[src/rtl/idct_stage3.sv]
// Inverse of the forward IDCT stage-3 butterfly/rotation as a 3-deep valid/ready pipeline.
// Define IDCT_STAGE3_ROUND_EN to round half up on every right shift; otherwise shifts truncate.
module idct_stage3 #(
  parameter int          FRAC_BITS = 16,
  parameter int unsigned C_COEF    = 17734,
  parameter int unsigned S_COEF    = 42814
) (
  input  logic        clk,
  input  logic        reset,
  input  logic        en,
  input  logic        in_valid,
  output logic        in_ready,
  input  logic [31:0] O0,
  input  logic [31:0] O1,
  input  logic [31:0] O2,
  input  logic [31:0] O3,
  input  logic [31:0] O4,
  input  logic [31:0] O5,
  input  logic [31:0] O6,
  input  logic [31:0] O7,
  output logic        valid,
  input  logic        out_ready,
  output logic [31:0] N0,
  output logic [31:0] N1,
  output logic [31:0] N2,
  output logic [31:0] N3,
  output logic [31:0] N4,
  output logic [31:0] N5,
  output logic [31:0] N6,
  output logic [31:0] N7
);

  localparam int PW = 50;
  localparam int SW = 33;

  localparam logic [17:0] C18 = C_COEF[17:0];
  localparam logic [17:0] S18 = S_COEF[17:0];

`ifdef IDCT_STAGE3_ROUND_EN
  localparam logic [PW-1:0] PROD_RND = {{(PW-1){1'b0}}, 1'b1} << (FRAC_BITS - 1);
  localparam logic [SW-1:0] HALF_RND = {{(SW-1){1'b0}}, 1'b1};
`else
  localparam logic [PW-1:0] PROD_RND = '0;
  localparam logic [SW-1:0] HALF_RND = '0;
`endif

  function automatic logic [PW-1:0] sext_prod(input logic [31:0] x);
    return {{(PW-32){x[31]}}, x};
  endfunction

  function automatic logic [PW-1:0] zext_coef(input logic [17:0] c);
    return {{(PW-18){1'b0}}, c};
  endfunction

  function automatic logic [SW-1:0] sext_sum(input logic [31:0] x);
    return {x[31], x};
  endfunction

  // Halving a 33-bit sum always fits back into 32 bits.
  function automatic logic [31:0] halve(input logic [SW-1:0] s);
    logic [SW-1:0] t;
    t = s + HALF_RND;
    return t[SW-1:1];
  endfunction

  // Requires FRAC_BITS + 32 <= PW.
  function automatic logic [31:0] descale(input logic [PW-1:0] p);
    logic [PW-1:0] t;
    t = p + PROD_RND;
    return t[FRAC_BITS +: 32];
  endfunction

  logic advance;

  logic [PW-1:0] p_c2_d, p_s3_d, p_s2_d, p_c3_d;
  logic [SW-1:0] a01_d, d01_d, a46_d, d46_d, a75_d, d75_d;

  logic          s1_valid;
  logic [PW-1:0] s1_p_c2, s1_p_s3, s1_p_s2, s1_p_c3;
  logic [SW-1:0] s1_a01, s1_d01, s1_a46, s1_d46, s1_a75, s1_d75;

  logic          s2_valid;
  logic [PW-1:0] s2_rot2, s2_rot3;
  logic [SW-1:0] s2_a01, s2_d01, s2_a46, s2_d46, s2_a75, s2_d75;

  // The whole pipeline moves as one; a held output blocks every stage.
  assign advance  = en & (out_ready | ~valid);
  assign in_ready = advance & reset;

  always_comb begin
    p_c2_d = sext_prod(O2) * zext_coef(C18);
    p_s3_d = sext_prod(O3) * zext_coef(S18);
    p_s2_d = sext_prod(O2) * zext_coef(S18);
    p_c3_d = sext_prod(O3) * zext_coef(C18);
    a01_d  = sext_sum(O0) + sext_sum(O1);
    d01_d  = sext_sum(O0) - sext_sum(O1);
    a46_d  = sext_sum(O4) + sext_sum(O6);
    d46_d  = sext_sum(O4) - sext_sum(O6);
    a75_d  = sext_sum(O7) + sext_sum(O5);
    d75_d  = sext_sum(O7) - sext_sum(O5);
  end

  // Intermediate stages carry no reset; their valid bits mark what is meaningful.
  always_ff @(posedge clk) begin
    if (advance) begin
      s1_p_c2 <= p_c2_d;
      s1_p_s3 <= p_s3_d;
      s1_p_s2 <= p_s2_d;
      s1_p_c3 <= p_c3_d;
      s1_a01  <= a01_d;
      s1_d01  <= d01_d;
      s1_a46  <= a46_d;
      s1_d46  <= d46_d;
      s1_a75  <= a75_d;
      s1_d75  <= d75_d;

      s2_rot2 <= s1_p_c2 - s1_p_s3;
      s2_rot3 <= s1_p_s2 + s1_p_c3;
      s2_a01  <= s1_a01;
      s2_d01  <= s1_d01;
      s2_a46  <= s1_a46;
      s2_d46  <= s1_d46;
      s2_a75  <= s1_a75;
      s2_d75  <= s1_d75;
    end
  end

  always_ff @(posedge clk) begin
    if (!reset) begin
      s1_valid <= 1'b0;
      s2_valid <= 1'b0;
      valid    <= 1'b0;
      N0       <= '0;
      N1       <= '0;
      N2       <= '0;
      N3       <= '0;
      N4       <= '0;
      N5       <= '0;
      N6       <= '0;
      N7       <= '0;
    end else if (advance) begin
      s1_valid <= in_valid;
      s2_valid <= s1_valid;
      valid    <= s2_valid;
      N0       <= halve(s2_a01);
      N1       <= halve(s2_d01);
      N2       <= descale(s2_rot2);
      N3       <= descale(s2_rot3);
      N4       <= halve(s2_a46);
      N5       <= halve(s2_d75);
      N6       <= halve(s2_d46);
      N7       <= halve(s2_a75);
    end
  end

endmodule

[config.mk]
export PLATFORM = sky130hd
export DESIGN_NAME = idct_stage3
export DESIGN_NICKNAME = d
export VERILOG_FILES = /design/src/rtl/idct_stage3.sv
export SDC_FILE = /design/constraint.sdc
export NUM_CORES = 2
export LEC_CHECK = 0
export CAP_MARGIN = 20
export CORE_UTILIZATION = 60
export CTS_BUF_LIST = sky130_fd_sc_hd__clkbuf_4 sky130_fd_sc_hd__clkbuf_8
export DETAILED_ROUTE_END_ITERATION = 6
export DONT_BUFFER_PORTS = 1
export PLACE_DENSITY = 0.76
export RECOVER_POWER = 100
export SKIP_CTS_REPAIR_TIMING = 1
export SLEW_MARGIN = 20
export SYNTH_ARGS = -nofsm -noshare
export SYNTH_HDL_FRONTEND = slang
export SYNTH_SLANG_ARGS = --single-unit
[constraint.sdc]
create_clock -name clk -period 32.3 [get_ports clk]
set_input_delay 3.23 -clock clk [delete_from_list [all_inputs] [get_ports clk]]
set_output_delay 3.23 -clock clk [all_outputs]
set_load 0.1 [all_outputs]
**After elaboration in Yosys (flattened, before gate mapping)**

Cells that the tools add are included.

- Flip-flop bits (word level): 939
- Bits of input ports: 261

- Add/subtract/negate cells: 8
- Multiply operators: 4
- Bitwise logic cells: 4

Operators with widths:

| cell | count |
|---|---|
| $mul 50x14->47 const B | 2 |
| $mul 50x15->47 const B | 2 |
| $add 32x32->33 | 3 |
| $sub 32x32->33 | 3 |
| $add 48x48->48 | 1 |
| $sub 48x48->48 | 1 |
| $and 1x1->1 | 2 |
| $not 1->1 | 1 |
| $or 1x1->1 | 1 |

**Depth between registers and ports, before layout**

- Depth in word-level cells: 4
- Depth in mapped cells: 24

**Worst setup path before layout**

No wires, ideal clock.

- Path kind: in2out
- Start: input en
- End: output in_ready
- Buffers on the path: 1
- Cell stages on the path: 4
- Path slack: 6.275 ns
- Arrival: 22.795 ns
- Cell sequence: o21ai_1 > inv_2 > clkbuf_1 > and2_1

- Cells in the longest elaborated chain, start to end: 2

RTL lines:

| what | line | source |
|---|---|---|
| from (decl) | 10 | `input logic en,` |
| $and 1x1->1 | 87 | `assign advance = en & (out_ready \| ~valid);` |
| net advance | 73 | `logic advance;` |
| $and 1x1->1 | 88 | `assign in_ready = advance & reset;` |
| to (decl) | 12 | `output logic in_ready,` |

The timed path passes the listed nets, and every way through them passes these cells.

**Worst setup path in the final report**

- Start: input en
- End: register N3[31]

- Cells in the longest elaborated chain, start to end: 1

RTL lines:

| what | line | source |
|---|---|---|
| $and 1x1->1 | 87 |  |
| to (signal assigned) | 148 | `N3 <= descale(s2_rot3);` |
| to (decl) | 26 | `output logic [31:0] N3,` |

No other way between the ends.
A chain may end at the register's enable or synchronous reset.

==> summary by stage <==
Cells and area
The area growth from synthesis to layout is 5.81%. For this run, the post-layout net count is between 9,000 and 10,000. After routing the design area is 0.0823 sq mm. The proportion of layout cells with a drive suffix above 1 is 3.77%. The final core area utilization is 64.3%.

CTS
Clock-pin slew was measured on the worst setup and hold paths at 0.06 ns. The clock tree from TritonCTS is yes. The clock sink total is 891. The H-tree depth reported by CTS is 4. The maximum number of buffers from clock root to sink is 3. CTS placed an instance of clkbuf_8 at the clock tree root. The TritonCTS buffer count is 148. Clock latency on the worst-skew pair, taken at its later pin, is 0.88 ns.

Logic synthesis
Yosys mapped a number of flops with a built-in enable equal to 632. The mean instance size in the synthesized netlist is ~10 sq um. Counting every net in the synthesized netlist gives 9,694. The synthesized design contains ~890 register bits.

The share of the synthesized area in the top cell type is 24.4%. In the synthesized netlist the dominant register cell turns out to be edfxtp_1. The count of unique library cells instantiated by Yosys is a little over 90. The post-synth design cell area is 0.0777 sq mm. The largest area contributor in the netlist is edfxtp_1. In the post-synthesis netlist, the biggest area contributors are edfxtp_1 24%, fa_1 19%, ha_1 15%, inv_1 8.1%, dfxtp_1 6.7%.

The sequential fraction of the synthesis area is between 30% and 40%. The share of async-settable or async-resettable flops after synthesis is 0%. The Yosys warning count is 0. The gate count of the mapped netlist is 7,781.

Worst setup path
The startpoint type of the worst setup path is an input pin. The cell with the largest stage delay on the worst path is clkbuf_1. The cell seen most often among critical-path stages is clkbuf_1. For the worst setup path, the data arrival time is 18.34 ns. The kind of capture point of the worst setup path is a flip-flop. The start-to-end type of the worst setup path is input pin to flip-flop. The capture point of the worst reg-to-reg path is N3[31]. The length in cells of the worst reg-to-reg path is 7. The buffers plus inverters on the worst setup path is 3. In this run the critical register-to-register path is launched from valid. Data on the critical path is required at its endpoint by 33.04 ns. Traced cell by cell, the critical path runs through o21ai_0, clkinvlp_2, clkbuf_1, clkbuf_1, nand2_1, a21boi_0. In this run the worst path has a maximum fanout of 207. On the worst path, the slowest cell contributes a delay of 7.22 ns. The largest delay contributor family on the critical path is buffers and inverters. Setup slack on the worst reg-to-reg path comes out at between 15 and 20 ns.

Route
The antenna violation net count after detailed routing is 0. The pre-antenna-repair detailed-routing pass consisted of 7 iterations. In the final routed layout, each cell accounts on average for 19.5 um. For this run, design rule violations remaining after detail routing come to 0. For this block, the initial DRC count from the detailed router was 3,620. The total wirelength of the detailed-routed design is between 150,000 and 200,000 um. The detailed-route vias per instance is 5.57. Detailed routing inserted a total of about 53,000 vias.

Hold path
Along the worst hold path, the cell count comes to 0. The hold path startpoint is s1_a75[15]. The worst hold path terminates at s2_a75[15].

The worst min-delay path category is flip-flop to flip-flop.

Global route
Global routing consumed, over all layers together, about 29% of the routing resources. The initial antenna violation count came to 3. The first global-routing pass estimated 295,000 um of wire. The pin count of the biggest net entering global routing is 261. The number of global-route vias before repair is 55,200. Global routing finished with a remaining overflow of 0.

Die
The count of boundary I/O pins is slightly above 500. The region available for standard cell placement spans 0.128 sq mm. The die span in x is 362 um.

The floorplan has approximately 130 rows. The vertical extent of the die is 362 um. The total die area is 0.131 sq mm. The initial utilization of the core area, before any placement, comes to 60.7%.

STA
The clock arrives with around 0.044 ns of skew. The number of pins exceeding their max-slew limit in the final report is about 900. Adding up every negative setup slack in the final design gives 0 ns. In the finished design, the share of the clock period the worst path needs comes to 54.5%. The number of endpoints failing setup at the final stage is 0. The final hold violation count came to 0. Setup repair after global routing left no endpoint under its margin. The highest clock frequency the design can meet is between 50 and 60 MHz.

The worst hold margin is 0.403 ns. The slew at the pin closest to its max-slew limit is 10.08 ns. In this run the tightest slew margin relative to its limit is -572%. The clock period minus final worst setup slack is 17.59 ns.

Placed design
The half-perimeter wire length of the detailed placement result is 152,000 um. In this run the cell area measured after placement is 0.0793 sq mm. The global placement routability congestion is 0.967. Input and output buffers added on the ports amount to 0.

Outcome
The run finished, with violations left. The checks that failed: max-capacitance violations, max-slew violations.

Flow run
The max-cap check violation count is 9.
-- cells by family (layout without fill, tap and decap cells) --
family	Yosys count	count (layout)	share of synthesized area (%)
AO/OA/AOI/OAI	1483	1483	12.7
XOR/XNOR	436	436	4.91
adder cells (fa/ha/maj)	1652	1652	33.8
buffers and inverters	1887	1974	9.13
flip-flops	891	891	31.1
multiplexers	18	18	0.233
other	0	1	0
AND/OR/NAND/NOR	1414	1414	8.19
-- worst max-delay path by stage --
stage | start | end | slack (ns) | depth (start not counted)
2_1_floorplan | en | in_ready | 6.28 | 4
3_3_place_gp | O2[12] | s1_p_s2[43] | 22.39 | 23
3_5_place_dp | O3[12] | s1_p_s3[44] | 22.33 | 21
4_1_cts | O3[12] | s1_p_s3[44] | 23.25 | 21
5_1_grt | en | N3[31] | 13.26 | 6
6_report | en | N3[31] | 14.71 | 6
-- synthesized netlist by cell type (21+ instances only) --
| library cell | count |
|---|---|
| a211oi_1 | 27 |
| a21boi_0 | 275 |
| a21o_1 | 187 |
| a21oi_1 | 414 |
| a31oi_1 | 44 |
| and3_1 | 38 |
| clkbuf_1 | 185 |
| dfxtp_1 | 259 |
| edfxtp_1 | 632 |
| fa_1 | 744 |
| ha_1 | 908 |
| inv_1 | 1682 |
| nand2_1 | 678 |
| nand2b_1 | 49 |
| nand3_1 | 78 |
| nand4_1 | 44 |
| nor2_1 | 278 |
| nor2b_1 | 46 |
| nor3_1 | 83 |
| nor4_1 | 21 |
| o21a_1 | 36 |
| o21ai_0 | 200 |
| o21bai_1 | 83 |
| o31ai_1 | 23 |
| xnor2_1 | 324 |
| xor2_1 | 112 |
-- registers in the layout, indices dropped and copies added (netlist names), 45 cells and up --
signal and flops:
s1_p_c2 45, s1_p_s2 47, s1_p_c3 47, s1_p_s3 45
-- final cells by class --
type                       count  area, sq um
fill                       10400        45700
multi-input combinational   5003        46300
inverter                    1686         6330
clock inverter                50          505
clock buffer                 224         2680
tap                         1729         2160
antenna                        1         2.50
sequential                   891        24200
timing repair buffer          14         75.1
-- per-layer routing --
metal | global-route usage [%] | share of wire, % | wire (um)
met5 | 0 | 0.031 | 57
met4 | 11.4 | 3.8 | 7070
met3 | 5.91 | 6.8 | 12700
met2 | 50.5 | 50 | 94200
met1 | 34.6 | 39 | 72700
-- stage by stage --
stage | worst slack (ns) | instances
after floorplan | 6.28 | 7781
after global placement | 22.39 | 9323
after detailed placement | 22.33 | 9323
after CTS | 23.25 | 9597
after global routing | 13.26 | 9598
final | 14.71 | 9598
-- cell usage in the layout (no fill, tap or decap), types with 259 or more instances in the layout --
cell type  synthesis  final
a21boi_0         275    277
nor2_1           278    278
a21oi_1          414    415
dfxtp_1          259    259
fa_1             744    744
edfxtp_1         632    632
ha_1             908    908
inv_1           1682   1682
xnor2_1          324    324
nand2_1          678    678
Power is not shown: default switching activity piles up to over one toggle a cycle in this logic, so the estimate is an artifact.
